$ cat src/rtl/riscv_pkg.sv
// RV64I decode package: opcode constants, instruction class and immediate
// format enums, and the decoded-field payload registered by idecode.
package riscv_pkg;

    localparam int unsigned OPC_W    = 7;
    localparam int unsigned REG_W    = 5;
    localparam int unsigned FUNCT3_W = 3;
    localparam int unsigned FUNCT7_W = 7;

    localparam logic [OPC_W-1:0] OPC_LUI      = 7'b0110111;
    localparam logic [OPC_W-1:0] OPC_AUIPC    = 7'b0010111;
    localparam logic [OPC_W-1:0] OPC_JAL      = 7'b1101111;
    localparam logic [OPC_W-1:0] OPC_JALR     = 7'b1100111;
    localparam logic [OPC_W-1:0] OPC_BRANCH   = 7'b1100011;
    localparam logic [OPC_W-1:0] OPC_LOAD     = 7'b0000011;
    localparam logic [OPC_W-1:0] OPC_STORE    = 7'b0100011;
    localparam logic [OPC_W-1:0] OPC_OP_IMM   = 7'b0010011;
    localparam logic [OPC_W-1:0] OPC_OP_IMM32 = 7'b0011011;
    localparam logic [OPC_W-1:0] OPC_OP       = 7'b0110011;
    localparam logic [OPC_W-1:0] OPC_OP32     = 7'b0111011;
    localparam logic [OPC_W-1:0] OPC_FENCE    = 7'b0001111;
    localparam logic [OPC_W-1:0] OPC_SYSTEM   = 7'b1110011;

    typedef enum logic [3:0] {
        CLASS_LUI      = 4'd0,
        CLASS_AUIPC    = 4'd1,
        CLASS_JAL      = 4'd2,
        CLASS_JALR     = 4'd3,
        CLASS_BRANCH   = 4'd4,
        CLASS_LOAD     = 4'd5,
        CLASS_STORE    = 4'd6,
        CLASS_OP_IMM   = 4'd7,
        CLASS_OP_IMM32 = 4'd8,
        CLASS_OP       = 4'd9,
        CLASS_OP32     = 4'd10,
        CLASS_FENCE    = 4'd11,
        CLASS_SYSTEM   = 4'd12,
        CLASS_ILLEGAL  = 4'd13
    } id_class_t;

    // IMM_NONE covers R-type, FENCE and illegal encodings (immediate = 0)
    typedef enum logic [2:0] {
        IMM_NONE = 3'd0,
        IMM_I    = 3'd1,
        IMM_S    = 3'd2,
        IMM_B    = 3'd3,
        IMM_U    = 3'd4,
        IMM_J    = 3'd5
    } imm_fmt_t;

    typedef struct packed {
        id_class_t           cls;
        logic [REG_W-1:0]    rd;
        logic [REG_W-1:0]    rs1;
        logic [REG_W-1:0]    rs2;
        logic [FUNCT3_W-1:0] funct3;
        logic [FUNCT7_W-1:0] funct7;
        logic                rd_we;
        logic                illegal;
    } id_dec_t;

endpackage

$ cat src/rtl/idecode_imm.sv
// Combinational immediate generator: selects and sign-extends the immediate
// of the given format from instruction[31].
// Ports: instruction (32), fmt (imm_fmt_t) -> imm_c (XLEN).
module idecode_imm
    import riscv_pkg::*;
#(
    parameter int unsigned XLEN = 64
) (
    input  logic [31:0]     instruction,
    input  imm_fmt_t        fmt,
    output logic [XLEN-1:0] imm_c
);

    logic sgn;
    assign sgn = instruction[31];

    always_comb begin
        imm_c = '0;
        case (fmt)
            IMM_I: imm_c = {{(XLEN-12){sgn}}, instruction[31:20]};
            IMM_S: imm_c = {{(XLEN-12){sgn}}, instruction[31:25], instruction[11:7]};
            IMM_B: imm_c = {{(XLEN-13){sgn}}, instruction[31], instruction[7],
                            instruction[30:25], instruction[11:8], 1'b0};
            IMM_U: imm_c = {{(XLEN-32){sgn}}, instruction[31:12], 12'b0};
            IMM_J: imm_c = {{(XLEN-21){sgn}}, instruction[31], instruction[19:12],
                            instruction[20], instruction[30:21], 1'b0};
            default: imm_c = '0;
        endcase
    end

endmodule

$ cat src/rtl/idecode.sv
// RV64I instruction decode stage with a single registered output slot.
// Captures one instruction per instr_valid episode (armed flag blocks
// re-capture of a word fetch keeps presenting), holds on stall, drops on flush.
// Inputs : clk, reset (async, active-high), instr_valid, instruction,
//          pc_current, stall, flush.
// Outputs: id_valid, id_pc, id_instr, id_class, id_rd, id_rs1, id_rs2,
//          id_funct3, id_funct7, id_imm, id_rd_we, id_illegal.
// Build option IDECODE_STATS_EN adds stat_decoded / stat_illegal counters.
module idecode
    import riscv_pkg::*;
#(
    parameter int unsigned XLEN = 64
) (
    input  logic                clk,
    input  logic                reset,
    input  logic                instr_valid,
    input  logic [31:0]         instruction,
    input  logic [XLEN-1:0]     pc_current,
    input  logic                stall,
    input  logic                flush,
    output logic                id_valid,
    output logic [XLEN-1:0]     id_pc,
    output logic [31:0]         id_instr,
    output id_class_t           id_class,
    output logic [REG_W-1:0]    id_rd,
    output logic [REG_W-1:0]    id_rs1,
    output logic [REG_W-1:0]    id_rs2,
    output logic [FUNCT3_W-1:0] id_funct3,
    output logic [FUNCT7_W-1:0] id_funct7,
    output logic [XLEN-1:0]     id_imm,
    output logic                id_rd_we,
    output logic                id_illegal
`ifdef IDECODE_STATS_EN
    ,
    output logic [63:0]         stat_decoded,
    output logic [63:0]         stat_illegal
`endif
);

    typedef enum logic [0:0] {
        ST_EMPTY = 1'b0,
        ST_FULL  = 1'b1
    } state_t;

    state_t state;
    logic   armed;

    logic [OPC_W-1:0]    opcode_c;
    logic [FUNCT3_W-1:0] funct3_c;
    logic [FUNCT7_W-1:0] funct7_c;
    logic [5:0]          shtype_c;
    id_class_t           cls_c;
    imm_fmt_t            fmt_c;
    logic                writes_c;
    logic                bad_c;
    logic [REG_W-1:0]    rd_c;
    id_dec_t             dec_c;
    logic [XLEN-1:0]     imm_c;
    logic                accept_c;

    assign opcode_c = instruction[6:0];
    assign funct3_c = instruction[14:12];
    assign funct7_c = instruction[31:25];
    assign shtype_c = instruction[31:26];

    // Class, immediate format, rd-write intent and legality from the opcode
    always_comb begin
        cls_c    = CLASS_ILLEGAL;
        fmt_c    = IMM_NONE;
        writes_c = 1'b0;
        bad_c    = 1'b0;
        case (opcode_c)
            OPC_LUI: begin
                cls_c = CLASS_LUI;   fmt_c = IMM_U; writes_c = 1'b1;
            end
            OPC_AUIPC: begin
                cls_c = CLASS_AUIPC; fmt_c = IMM_U; writes_c = 1'b1;
            end
            OPC_JAL: begin
                cls_c = CLASS_JAL;   fmt_c = IMM_J; writes_c = 1'b1;
            end
            OPC_JALR: begin
                cls_c = CLASS_JALR;  fmt_c = IMM_I; writes_c = 1'b1;
                bad_c = (funct3_c != 3'd0);
            end
            OPC_BRANCH: begin
                cls_c = CLASS_BRANCH; fmt_c = IMM_B;
                bad_c = (funct3_c == 3'd2) || (funct3_c == 3'd3);
            end
            OPC_LOAD: begin
                cls_c = CLASS_LOAD;  fmt_c = IMM_I; writes_c = 1'b1;
                bad_c = (funct3_c == 3'd7);
            end
            OPC_STORE: begin
                cls_c = CLASS_STORE; fmt_c = IMM_S;
                bad_c = funct3_c[2];
            end
            OPC_OP_IMM: begin
                cls_c = CLASS_OP_IMM; fmt_c = IMM_I; writes_c = 1'b1;
                // RV64 shifts carry a 6-bit shamt; only [31:26] qualifies them
                if (funct3_c == 3'd1)
                    bad_c = (shtype_c != 6'h00);
                else if (funct3_c == 3'd5)
                    bad_c = (shtype_c != 6'h00) && (shtype_c != 6'h10);
            end
            OPC_OP_IMM32: begin
                cls_c = CLASS_OP_IMM32; fmt_c = IMM_I; writes_c = 1'b1;
                case (funct3_c)
                    3'd0:    bad_c = 1'b0;
                    3'd1:    bad_c = (funct7_c != 7'h00);
                    3'd5:    bad_c = (funct7_c != 7'h00) && (funct7_c != 7'h20);
                    default: bad_c = 1'b1;
                endcase
            end
            OPC_OP: begin
                cls_c = CLASS_OP; writes_c = 1'b1;
                bad_c = !((funct7_c == 7'h00) ||
                          ((funct7_c == 7'h20) && ((funct3_c == 3'd0) || (funct3_c == 3'd5))));
            end
            OPC_OP32: begin
                cls_c = CLASS_OP32; writes_c = 1'b1;
                case (funct3_c)
                    3'd0, 3'd5: bad_c = (funct7_c != 7'h00) && (funct7_c != 7'h20);
                    3'd1:       bad_c = (funct7_c != 7'h00);
                    default:    bad_c = 1'b1;
                endcase
            end
            OPC_FENCE: begin
                cls_c = CLASS_FENCE;
            end
            OPC_SYSTEM: begin
                // CSR accesses (funct3 != 0) write rd; ECALL/EBREAK etc. do not
                cls_c = CLASS_SYSTEM; fmt_c = IMM_I;
                writes_c = (funct3_c != 3'd0);
            end
            default: begin
                bad_c = 1'b1;
            end
        endcase
        if (bad_c) begin
            cls_c = CLASS_ILLEGAL;
            fmt_c = IMM_NONE;
        end
    end

    assign rd_c = ((opcode_c == OPC_STORE) || (opcode_c == OPC_BRANCH)) ?
                  REG_W'(0) : instruction[11:7];

    always_comb begin
        dec_c         = '0;
        dec_c.cls     = cls_c;
        dec_c.rd      = rd_c;
        dec_c.rs1     = instruction[19:15];
        dec_c.rs2     = instruction[24:20];
        dec_c.funct3  = funct3_c;
        dec_c.funct7  = funct7_c;
        dec_c.rd_we   = writes_c && !bad_c && (rd_c != REG_W'(0));
        dec_c.illegal = bad_c;
    end

    idecode_imm #(
        .XLEN        (XLEN)
    ) u_imm (
        .instruction (instruction),
        .fmt         (fmt_c),
        .imm_c       (imm_c)
    );

    assign accept_c = instr_valid && armed && !flush && !stall;
    assign id_valid = (state == ST_FULL);

    // Slot FSM: flush beats stall beats accept; an unstalled slot is consumed
    always_ff @(posedge clk or posedge reset) begin
        if (reset) begin
            state      <= ST_EMPTY;
            armed      <= 1'b1;
            id_pc      <= '0;
            id_instr   <= '0;
            id_class   <= id_class_t'(4'd0);
            id_rd      <= '0;
            id_rs1     <= '0;
            id_rs2     <= '0;
            id_funct3  <= '0;
            id_funct7  <= '0;
            id_imm     <= '0;
            id_rd_we   <= 1'b0;
            id_illegal <= 1'b0;
`ifdef IDECODE_STATS_EN
            stat_decoded <= '0;
            stat_illegal <= '0;
`endif
        end else begin
            // A word in flight during a flush must never be captured later
            if (!instr_valid)
                armed <= 1'b1;
            else if (flush || accept_c)
                armed <= 1'b0;

            if (flush) begin
                state <= ST_EMPTY;
            end else if (stall) begin
                state <= state;
            end else if (accept_c) begin
                state      <= ST_FULL;
                id_pc      <= pc_current;
                id_instr   <= instruction;
                id_class   <= dec_c.cls;
                id_rd      <= dec_c.rd;
                id_rs1     <= dec_c.rs1;
                id_rs2     <= dec_c.rs2;
                id_funct3  <= dec_c.funct3;
                id_funct7  <= dec_c.funct7;
                id_imm     <= imm_c;
                id_rd_we   <= dec_c.rd_we;
                id_illegal <= dec_c.illegal;
`ifdef IDECODE_STATS_EN
                stat_decoded <= stat_decoded + 64'd1;
                if (dec_c.illegal)
                    stat_illegal <= stat_illegal + 64'd1;
`endif
            end else begin
                state <= ST_EMPTY;
            end
        end
    end

endmodule

$ cat config.mk
export PLATFORM = sky130hd
export DESIGN_NAME = idecode
export DESIGN_NICKNAME = d
export VERILOG_FILES = /design/src/rtl/riscv_pkg.sv /design/src/rtl/idecode_imm.sv /design/src/rtl/idecode.sv
export SDC_FILE = /design/constraint.sdc
export NUM_CORES = 1
export LEC_CHECK = 0
export CAP_MARGIN = 40
export CORE_ASPECT_RATIO = 0.6
export CORE_MARGIN = 1.5
export CORE_UTILIZATION = 45
export CTS_CLUSTER_DIAMETER = 50
export CTS_CLUSTER_SIZE = 25
export DETAILED_ROUTE_END_ITERATION = 7
export GPL_ROUTABILITY_DRIVEN = 1
export PLACE_DENSITY = 0.86
export RECOVER_POWER = 50
export SLEW_MARGIN = 20
export SYNTH_ARGS = -nofsm -noshare
export SYNTH_HDL_FRONTEND = slang
export SYNTH_SLANG_ARGS = --single-unit
$ cat constraint.sdc
create_clock -name clk -period 13.05 [get_ports clk]
set_input_delay 1.9575 -clock clk [delete_from_list [all_inputs] [get_ports clk]]
set_output_delay 1.9575 -clock clk [all_outputs]
set_load 0.005 [all_outputs]
== Word level (Yosys, flattened, before mapping) ==
Cells that the tools add are included.
W data, S select, Z words.

* Equality and inequality tests: 28
* Mux-type cells: 17
* Bitwise gates (word level): 2
* Reductions and logical operators: 29

{| class="wikitable"
|+ Operators by type and width
! operator !! count
|-
| $pmux W64 S5 || 1
|-
| $pmux W4 S13 || 1
|-
| $eq A7 B6 Y1 const B || 5
|-
| $eq A7 B7 Y1 const B || 4
|-
| $eq A7 B5 Y1 const B || 3
|-
| $pmux W3 S5 || 1
|-
| $eq A3 B2 Y1 const B || 4
|-
| $eq A3 B3 Y1 const B || 4
|-
| $reduce_or A5 Y1 || 2
|-
| $pmux W1 S9 || 1
|-
| $reduce_or A9 Y1 || 1
|-
| $logic_and A1 B1 Y1 || 8
|-
| $eq A7 B2 Y1 const B || 1
|-
| $eq A7 B4 Y1 const B || 1
|-
| $logic_not A7 Y1 || 1
|-
| $mux W1 || 7
|-
| $ne A7 B6 Y1 const B || 1
|-
| $reduce_bool A7 Y1 || 1
|-
| $eq A3 B1 Y1 const B || 2
|-
| $ne A6 B5 Y1 const B || 1
|-
| $reduce_bool A6 Y1 || 1
|-
| $logic_or A1 B1 Y1 || 5
|-
| $mux W5 || 1
|-
| $reduce_bool A5 Y1 || 1
|-
| other kinds (11) || 18
|}

* Register bits after elaboration: 193
* Input bits: 101
* Output and inout port bits: 192
* Logic and storage cells: 89

== Logic depth before layout (Yosys ltp) ==
Gate-level depths: netlist of the first run.

* Word-level depth: 9
* Depth in mapped cells: 8
* Gate-level depth less buffers: 6

== Hierarchy ==
From an unflattened synthesis of the first run, not the netlist that was laid out.

* Cell total of the unflattened synthesis: 925
* Area, all modules: 7873.8 µm²

{| class="wikitable"
|+ Modules (own cells, without submodules)
! module !! times used !! cells an instance !! area each (µm²) !! sequential area each (µm²)
|-
| idecode || 1 || 827 || 7243.2 || 4330.4
|-
| idecode_imm || 1 || 98 || 630.6 || 0.0
|}

== Worst setup path before layout of the first run ==
No wires, ideal clock.

* Path kind: input-to-reg
* From: input instruction[3]
* To: register id_imm[7]
* Library setup time: 0.121 ns
* Arrival time: 3.408 ns
* Required time: 12.929 ns
* Slack: 9.521 ns
* Stages: 7
* Buffers on the path: 2
* Cells stage by stage: buf_6 -> or4b_4 -> nor4_1 -> a311oi_1 -> and4_1 -> buf_6 -> a22o_2

* Longest elaborated chain between the ends: 6
* Elaborated cells on any way between the ends: 25
* Those cells by class: 18 x eq/ne; 4 x mux; 3 x reduce/logical

{| class="wikitable"
|+ RTL lines
! element !! RTL line !! text
|-
| start: declaration || idecode.sv:17 || <nowiki>input logic [31:0] instruction,</nowiki>
|-
| $eq A7 B7 Y1 (tied with other cells) || idecode.sv:72 || <nowiki>case (opcode_c)</nowiki>
|-
| $reduce_or A5 Y1 (no source line) / $reduce_or A2 Y1 (equally long branches) || - ||
|-
| $pmux W1 S9 / $pmux W3 S5 (equally long branches) || idecode.sv:72 ||
|-
| $mux W3 * || idecode.sv:140 || <nowiki>if (bad_c) begin</nowiki>
|-
| $eq A3 B3 Y1 (tied with other cells) || idecode_imm.sv:19 || <nowiki>case (fmt)</nowiki>
|-
| $pmux W64 S5 * || idecode_imm.sv:19 ||
|-
| end signal: assignment || idecode.sv:213 || <nowiki>id_imm <= imm_c;</nowiki>
|-
| end: declaration || idecode.sv:30 || <nowiki>output logic [XLEN-1:0] id_imm,</nowiki>
|}

Mark *: on every way between the ends. The rest lies on a longest branch, timed or not.
A chain may end at the register's enable or synchronous reset.

==> results of run 1 <==
[where the power goes]
group / switching [mW] / leakage, nW / internal [mW] / total (mW)
sequential: 0.0378 / 1.80 / 0.503 / 0.541
clock: 0.201 / 0.284 / 0.286 / 0.487
combinational: 0.115 / 2.66 / 0.168 / 0.283
[Yosys cell counts (2+ instances only)]
master	n	area share, %
nand2_1	327	19
buf_2	7	0.55
a31oi_1	4	0.39
nor3_1	6	0.47
buf_4	52	6.1
nor2_1	13	0.76
clkbuf_1	25	1.5
a22oi_1	18	2.1
nor3b_1	2	0.23
o21bai_1	2	0.23
o2111ai_1	2	0.27
or2_2	2	0.20
a311oi_1	2	0.27
a32oi_1	2	0.27
a21boi_0	2	0.23
dfrtp_1	140	55
nand2b_1	5	0.49
buf_1	6	0.35
o211ai_1	4	0.47
buf_6	2	0.35
nor4_1	2	0.20
nor2b_1	8	0.78
inv_1	3	0.18
o21ai_0	21	1.6
o2111ai_2	2	0.47
nand4bb_1	2	0.35
nand4_1	2	0.20
a22o_1	7	0.96
a21oi_1	11	0.86
[cells in the final DEF (no fill, tap or decap), drive strengths merged, types with 3 or more instances in the layout]
| cell | synthesis | layout |
|---|---|---|
| dlygate4sd3 | 0 | 132 |
| dfrtp | 140 | 140 |
| inv | 3 | 8 |
| o2111ai | 4 | 4 |
| a21oi | 11 | 11 |
| clkbuf | 25 | 20 |
| a22oi | 18 | 18 |
| nor2 | 15 | 15 |
| nand2 | 327 | 327 |
| o211ai | 4 | 4 |
| a31oi | 4 | 4 |
| nand2b | 5 | 5 |
| clkinvlp | 0 | 3 |
| buf | 67 | 7 |
| o21ai | 21 | 21 |
| clkinv | 0 | 4 |
| a22o | 8 | 8 |
| nor3 | 8 | 8 |
| clkdlybuf4s50 | 0 | 160 |
| nor2b | 8 | 8 |
[logic make-up (layout without fill, tap and decap cells)]
logic type      Yosys count  in the layout  synth area share, %
simple gates            389            389                25.76
compound gates           88             88                9.799
xor+xnor                  2              2               0.2739
flops                   141            141                55.17
buf+inv                  95            336                8.996
[state kept, by name, summed over array words and instances (netlist names)]
name        cells
id_rd_we        1
armed           1
id_class        4
id_illegal      1
id_pc          64
id_instr       32
id_valid        1
id_imm         32
id_rd           5
[cell type report]
type / count / area share, %
well taps: 192 / 2.468
clock buffers: 18 / 4.410
clock inverters: 14 / 1.620
inverters: 3 / 0.1286
repair buffers: 301 / 31.55
multi-input cells: 479 / 23.55
flip-flops and latches: 141 / 36.27
[per-layer routing]
metal	track usage [%]	wire, µm	up-vias
met5	0	0	-
met4	6.587	204	0
met3	9.455	1945	16
met2	40.15	9009	232
met1	34.37	7723	2735
li1	-	-	2756
[final timing paths]
kind | from | end | slack [ps] | cells past startpoint
worst min-delay path | id_instr[9]$_DFFE_PP0P_ | id_instr[9]$_DFFE_PP0P_ | 470 | 2
min in group asynchronous | reset | id_pc[39]$_DFFE_PP0P_ | 2840 | 2
max in group clk | stall | id_imm[1]$_DFFE_PP0P_ | 8070 | 5
worst min register to register | id_instr[9]$_DFFE_PP0P_ | id_instr[9]$_DFFE_PP0P_ | 470 | 2
worst max-delay path | reset | id_pc[4]$_DFFE_PP0P_ | 7810 | 3
worst max register to register | armed$_DFFE_PP1P_ | id_imm[1]$_DFFE_PP0P_ | 9660 | 4
[worst max-delay path: cells and delay by family]
| family | cells | cell delay [ps] |
|---|---|---|
| buffers and inverters | 3 | 3450 |
[per-stage QoR]
stage / instances / power, mW / utilization [%] / hold WS, ps / cell area (µm²)
finish: 1148 / 1.311 / 70.78 / 467.3 / 9732
global route: 1148 / 1.379 / 70.78 / 486.4 / 9732
CTS: 1146 / 1.353 / 70.78 / 476.2 / 9732
detailed placement: 1114 / 0.8613 / 66.51 / 461.3 / 9145
global placement: 1111 / 0.8512 / 65.91 / 456.9 / 9062
floorplan: 715 / 0.6526 / - / 443.6 / 6397
==> impl_metrics.tcl, run 1 <==
set metrics [dict create \
    status "finished with violations" \
    violations "capacitance limit, slew limit" \
    drt_iter0_drc 429 \
    die_x_um 156.9 \
    worstMarginPinSlew_ps 2967 \
    drive_gt1_share_pct 5.544 \
    cp_max_fo 68 \
    die_area_um2 14960 \
    routed_wirelength_um 18880 \
    routed_via_density 4.999 \
    fill_cells 1050 \
    hold_path_class "reg -> reg" \
    grt_pass1_wl_um 29460 \
    die_y_um 95.36 \
    start_kind "input pin" \
    cts_tree "yes" \
    path_cells "dlygate4sd3_1 -> clkinvlp_2 -> clkbuf_1" \
    overflow 0 \
    core_um2 13750 \
    synth.yosys.seq_area_share_pct 55.17 \
    dp_hpwl_um 13830 \
    critPathKind "in -> async" \
    place_ws_ps 8150 \
    cts_inserted_buffers 17 \
    grt_usage_pct 25.81 \
    peakVddDrop_mv 0.09396 \
    setup_ws_ps 7812 \
    vias 5739 \
    clk_pin_slew_ps 60 \
    syn_inst 715 \
    wl_per_cell_um 16.45 \
    critPathMaxStageDelay_ps 1670 \
    htree_levels 4 \
    grt_max_degree 84 \
    worstSetupEndpointType "async pin" \
    hold_buffers 0 \
    first_pass_iters 8 \
    area.growth.synth_to_final_pct 52.12 \
    p_per_area_nw_per_um2 134.7 \
    fin_crit_sh_pct 40.14 \
    relSlewSlack_pct -98.91 \
    ys_ff_latch 141 \
    ios 293 \
    final-hold-violation-count 0 \
    critPathRequiredTime_ps 13280 \
    netlist_area_um2 6397 \
    postSynth.asyncResetShare_pct 100.0 \
    synth_flop_cell "dfrtp_1" \
    ctsResizeCount 0 \
    clkSinkCount 141 \
    ys_warn_count 0 \
    synth-edff-count 0 \
    remaining_drc_errors 0 \
    leakagePower_nw 4.745 \
    ant_nets 0 \
    setup_viol 0 \
    regArea_um2 3530 \
    clkLatencyLatePin_ps 410 \
    post_cts_buffers 0 \
    crit_slowest_cell "clkinvlp_2" \
    clock-root-buffer "clkbuf_16" \
    insertedDiodeCount 0 \
    num_rows 33 \
    ys_types 63 \
    cap_violations 3 \
    multiInputGateArea_um2 2292 \
    portBuffers 292 \
    rsz0062_at_grt "no" \
    layout.nets 1044 \
    fmax_ghz 0.1909 \
    slew_violations 139 \
    synthesis.nets 816 \
    grt_pass1_vias 5432 \
    fin_crit_ps 5238 \
    antenna_found_initial 0 \
    setup_tns_ps 0 \
    crit_arrival_ps 5470 \
    start_util_pct 46.53 \
    place_congestion 0.9269 \
    syn_avg_cell_area_um2 8.947 \
    finClkSkew_ps 13.04 \
    clockBufferDepth 2 \
]
No activity file was read; power rests on OpenSTA's default activity.
==> run 2: changes to the inputs <==
--- a/config.mk
+++ b/config.mk
@@ -8,12 +8,12 @@
 export CAP_MARGIN = 40
 export CORE_ASPECT_RATIO = 0.6
 export CORE_MARGIN = 1.5
-export CORE_UTILIZATION = 45
+export CORE_UTILIZATION = 42
 export CTS_CLUSTER_DIAMETER = 50
 export CTS_CLUSTER_SIZE = 25
 export DETAILED_ROUTE_END_ITERATION = 7
 export GPL_ROUTABILITY_DRIVEN = 1
-export PLACE_DENSITY = 0.86
+export PLACE_DENSITY = 0.81
 export RECOVER_POWER = 50
 export SLEW_MARGIN = 20
 export SYNTH_ARGS = -nofsm -noshare
==> constraint.sdc (replaced) <==
create_clock -name clk -period 5.4 [get_ports clk]
set_input_delay 0.81 -clock clk [delete_from_list [all_inputs] [get_ports clk]]
set_output_delay 0.81 -clock clk [all_outputs]
set_load 0.005 [all_outputs]
==> run 2 against run 1 <==
  * Global-route usage is 1.2 points lower
  * The run still ends with capacitance limit, slew limit left
  * Combinational power is 150% higher
  * Worst setup slack got worse by 6300 ps
  * Sequential share of layout area about the same
  * Non-clock buffer count is the same
  * Highest routed layer unchanged
  * Die area increased by 7.0%
==> impl_metrics.tcl, run 2 (same netlist as run 1, synthesis figures left out) <==
set metrics [dict create \
    status "finished with violations" \
    violations "capacitance limit, slew limit" \
    worstMarginPinSlew_ps 2394 \
    grt_pass1_vias 5655 \
    ios 293 \
    htree_levels 4 \
    regArea_um2 3530 \
    portBuffers 292 \
    fin_crit_ps 3844 \
    ant_nets 0 \
    placedInstanceArea_um2 9153 \
    hold-path-cell-count 2 \
    p_per_area_nw_per_um2 330.1 \
    cts_tree "yes" \
    fill_cells 1150 \
    die_x_um 162.3 \
    multiInputGateArea_um2 2292 \
    grt_pass1_wl_um 30620 \
    clkSinkCount 141 \
    fin_area_um2 9721 \
    clock-root-buffer "clkbuf_16" \
    worstHoldStart "armed$_DFFE_PP1P_" \
    area.growth.synth_to_final_pct 51.95 \
    antenna_found_initial 0 \
    crit_arrival_ps 4110 \
    hold_buffers 0 \
    clk_pin_slew_ps 70 \
    dp_hpwl_um 13980 \
    cp.depth 7 \
    holdWs_ps 468.1 \
    wl_per_cell_um 16.69 \
    peakVddDrop_mv 0.2212 \
    place_ws_ps 1624 \
    finClkSkew_ps 10.51 \
    layout_commonest_cell "nand2_1" \
    setup_ws_ps 1556 \
    slew_violations 98 \
    largest-register "id_pc" \
    first_pass_iters 5 \
    routed_wirelength_um 19260 \
    drive_gt1_share_pct 5.544 \
    leakagePower_nw 4.652 \
    cap_violations 2 \
    die_y_um 98.60 \
    critPathLaunch "stall" \
    die_area_um2 16010 \
    grt_max_degree 86 \
    critPathMaxStageDelay_ps 1400 \
    layout_common_cells "327 x nand2_1, 197 x clkdlybuf4s50_1, 140 x dfrtp_1, 95 x dlygate4sd3_1, 21 x o21ai_0" \
    largest_register_ffs 64 \
    cp_max_fo 43 \
    remaining_drc_errors 0 \
    critical-path-top-delay-family "buffers and inverters" \
    layout.nets 1044 \
    start_util_pct 43.59 \
    ctsResizeCount 0 \
    place_congestion 0.9268 \
    crit_slowest_cell "clkbuf_1" \
    total_power_mw 3.209 \
    setup_viol 0 \
    critPathRequiredTime_ps 5670 \
    drt_iter0_drc 405 \
    top_regs "id_pc (64), id_imm (32), id_instr (32)" \
    worstSetupEndpointType "flip-flop" \
    crit_buf_inv 3 \
    rsz0062_at_grt "no" \
    grt_usage_pct 24.57 \
    path_cells "dlygate4sd3_1 -> nand4bb_1 -> clkbuf_1 -> nor3_1 -> buf_4 -> a22oi_1 -> nand2_1" \
    overflow 0 \
    fmax_ghz 0.2601 \
    fin_crit_sh_pct 71.19 \
    start_kind "input pin" \
    reg2reg_from "armed$_DFFE_PP1P_" \
    r2r_setup_slack_ps 2200 \
    relSlewSlack_pct -60.48 \
    critPathKind "in -> reg" \
    final-hold-violation-count 0 \
    post_cts_buffers 0 \
    ff2ff_path_depth 6 \
    setup_tns_ps 0 \
    cts_inserted_buffers 17 \
    vias 5778 \
    core_um2 14680 \
    hold_path_class "reg -> reg" \
    clkLatencyLatePin_ps 410 \
    routed_via_density 5.007 \
    clockBufferDepth 2 \
    insertedDiodeCount 0 \
    num_rows 34 \
]
## run 2: cell count changes in the layout (fill, tap and decap cells not counted), moves of 2 or more
cell / before / now
clkinvlp_4: 2 / 4
buf_16: 4 / 2
clkinv_4: 2 / 0
clkinv_2: 2 / 0
inv_6: 5 / 7
clkdlybuf4s50_1: 160 / 197
dlygate4sd3_1: 132 / 95
## run 2: power breakdown
group / internal (mW) / switching [mW] / leakage [nW]
logic: 0.421 / 0.279 / 2.57
clock network: 0.698 / 0.501 / 0.282
registers: 1.22 / 0.0941 / 1.80
total: 2.33 / 0.874 / 4.65
## run 2: worst min-delay path: stages (launching register included)
cell and delay, ps:
dfstp_2 370, nand2_1 50, nand2_1 50
## run 2: cell type report
cell class / count / area share, %
sequential: 141 / 36.31
timing repair buffer: 301 / 31.27
multi-input combinational: 479 / 23.58
clock buffer: 17 / 4.376
tap: 198 / 2.549
clock inverter: 15 / 1.789
inverter: 3 / 0.1287
## run 2: path summary, 6_finish.rpt
check	to
max in group asynchronous	id_instr[13]$_DFFE_PP0P_
worst max register to register	id_imm[29]$_DFFE_PP0P_
min in group asynchronous	id_pc[1]$_DFFE_PP0P_
worst min-delay path	armed$_DFFE_PP1P_
worst min register to register	armed$_DFFE_PP1P_
worst max-delay path	id_imm[29]$_DFFE_PP0P_
## run 2: per-stage QoR
stage,util (%),instances
6_report,66.23,1154
5_1_grt,66.23,1154
4_1_cts,66.45,1153
3_5_place_dp,62.36,1121
3_3_place_gp,61.94,1118
2_1_floorplan,-,715
## run 2: metal layers
metal	track usage, %	vias to the layer above	part of all wire [%]
met5	0	-	0
met2	38.63	266	47
met1	32.77	2738	41
met3	8.123	20	10
li1	-	2754	-
met4	6.634	0	1.3
==> run 3: changes to the inputs <==
==> constraint.sdc (replaced) <==
create_clock -name clk -period 4 [get_ports clk]
set_input_delay 0.6 -clock clk [delete_from_list [all_inputs] [get_ports clk]]
set_output_delay 0.6 -clock clk [all_outputs]
set_load 0.005 [all_outputs]
==> run 3 against run 2 <==
  * The run still ends with capacitance limit, slew limit left
  * Critical path depth shrank 1
  * Sequential power increased by 35%
  * Clock skew down 0.99 ps
  * Final area barely moved
  * Critical path type unchanged
  * Critical endpoint is now id_imm[23]$_DFFE_PP0P_
  * Largest cell class unchanged
==> impl_metrics.tcl, run 3 (same netlist as run 1, synthesis figures left out) <==
set metrics [dict create \
    remaining_drc_errors 0 \
    cap_violations 1 \
    grt_pass1_wl_um 29790 \
    clkPwrFrac_pct 35.9 \
    num_rows 34 \
    portBuffers 292 \
    layout_common_cells "327 x nand2_1, 204 x clkdlybuf4s50_1, 140 x dfrtp_1, 88 x dlygate4sd3_1, 21 x o21ai_0" \
    rsz0062_at_grt "no" \
    wl_per_cell_um 16.23 \
    fin_crit_ps 2945 \
    p_per_area_nw_per_um2 436.2 \
    largest-register "id_pc" \
    largest_register_ffs 64 \
    p_switching_mw 1.152 \
    dp_hpwl_um 13870 \
    multiInputGateArea_um2 2323 \
    cts_inserted_buffers 17 \
    r2r_setup_slack_ps 1860 \
    clock-root-buffer "clkbuf_16" \
    status "finished with violations" \
    crit_arrival_ps 3260 \
    critPathKind "in -> reg" \
    fill_cells 1189 \
    leakagePower_nw 4.661 \
    clkSinkCount 141 \
    place_ws_ps 729.1 \
    start_util_pct 43.59 \
    total_power_mw 4.244 \
    fmax_ghz 0.3395 \
    hold-path-cell-count 2 \
    setup_viol 0 \
    ff2ff_path_depth 6 \
    clk_pin_slew_ps 60 \
    area.growth.synth_to_final_pct 52.06 \
    post_cts_buffers 0 \
    final-hold-violation-count 0 \
    worstMarginPinSlew_ps 1793 \
    dp.cells 1126 \
    worstHoldStart "id_pc[46]$_DFFE_PP0P_" \
    power_frac_comb_pct 22.4 \
    die_x_um 162.3 \
    routed_via_density 4.983 \
    grt_pass1_vias 5692 \
    hold_path_class "reg -> reg" \
    ios 293 \
    setup_tns_ps 0 \
    swShare_pct 27.15 \
    fin_area_um2 9728 \
    r2r-end "id_imm[12]$_DFFE_PP0P_" \
    drt_iter0_drc 340 \
    met3WireLength_um 1908 \
    hold_path_end "id_pc[46]$_DFFE_PP0P_" \
    clkLatencyLatePin_ps 400 \
    fin_crit_sh_pct 73.63 \
    peakVddDrop_mv 0.2295 \
    wl_met2_um 8849 \
    seqPwrFrac_pct 41.6 \
    start_kind "input pin" \
    top_layer_used "met4" \
    final_cells 1159 \
    first_pass_iters 5 \
    violations "capacitance limit, slew limit" \
    placedInstanceArea_um2 9161 \
    setup_ws_ps 1055 \
    hold_buffers 0 \
    regArea_um2 3530 \
    die_area_um2 16010 \
    worstSetupEndpointType "flip-flop" \
    htree_levels 4 \
    ant_nets 0 \
    core_um2 14680 \
    place_congestion 0.8792 \
    grt_max_degree 73 \
    wl_met1_um 7915 \
    ctsResizeCount 0 \
    overflow 0 \
    critPathRequiredTime_ps 4320 \
    die_y_um 98.60 \
    finClkSkew_ps 9.521 \
    antenna_found_initial 0 \
    layout.nets 1049 \
    clockBufferDepth 2 \
    reg2reg_from "armed$_DFFE_PP1P_" \
    intPower_mw 3.092 \
    routed_wirelength_um 18810 \
    slew_violations 33 \
    grt_usage_pct 23.88 \
    cts_tree "yes" \
    relSlewSlack_pct -19.51 \
    drive_gt1_share_pct 6.354 \
    vias 5775 \
    top_regs "id_pc (64), id_imm (32), id_instr (32)" \
    cp_max_fo 21 \
    layout_commonest_cell "nand2_1" \
]
[run 3: changes by cell type in the layout (fill, tap and decap cells not counted), sizes merged, moves of 2 or more]
cell           delta
clkdlybuf4s50     +7
dlygate4sd3       -7
buf               +5
clkinv            +2
[run 3: worst max-delay path by stage]
stage / startpoint / to
6_report: instruction[3] / id_imm[23]$_DFFE_PP0P_
5_1_grt: reset / armed$_DFFE_PP1P_
4_1_cts: instruction[3] / id_imm[23]$_DFFE_PP0P_
3_5_place_dp: instruction[3] / id_imm[23]$_DFFE_PP0P_
3_3_place_gp: instruction[3] / id_imm[20]$_DFFE_PP0P_
2_1_floorplan: reset / id_class[0]$_DFFE_PP0P_
[run 3: stage by stage]
step           hold slack [ps]  utilization, %
5_1_grt                  483.4           66.27
3_5_place_dp             461.3           62.42
4_1_cts                  476.8           66.33
3_3_place_gp             456.4           62.28
6_report                 468.5           66.28
2_1_floorplan            443.6               -
[run 3: layer usage]
layer  up-vias  track usage [%]
met5         -                0
met4         0            5.716
met3        15            8.754
met2       248            38.23
met1      2756            30.97
li1       2756                -
[run 3: power by group through the flow]
stage	registers (mW)	logic (mW)	clock network [mW]
after floorplan	1.80	0.326	0
after global routing	1.79	1.04	1.63
after detailed placement	1.80	1.02	0
after global placement	1.79	0.997	0
after CTS	1.78	1.02	1.55
final	1.77	0.951	1.52
[run 3: cell type report]
class / instances / area share, %
flip-flops and latches: 141 / 36.28
clock inverters: 14 / 1.518
multi-input cells: 479 / 23.88
clock buffers: 17 / 4.373
repair buffers: 306 / 31.24
diodes: 1 / 0.02572
inverters: 3 / 0.1286
well taps: 198 / 2.547
[run 3: worst max-delay path, cell delays in order]
cell             delay [ps]
clkdlybuf4s50_1         900
or3b_1                  270
nor3_4                   50
a311oi_1                680
nand4_1                 570
nand2_1                 200
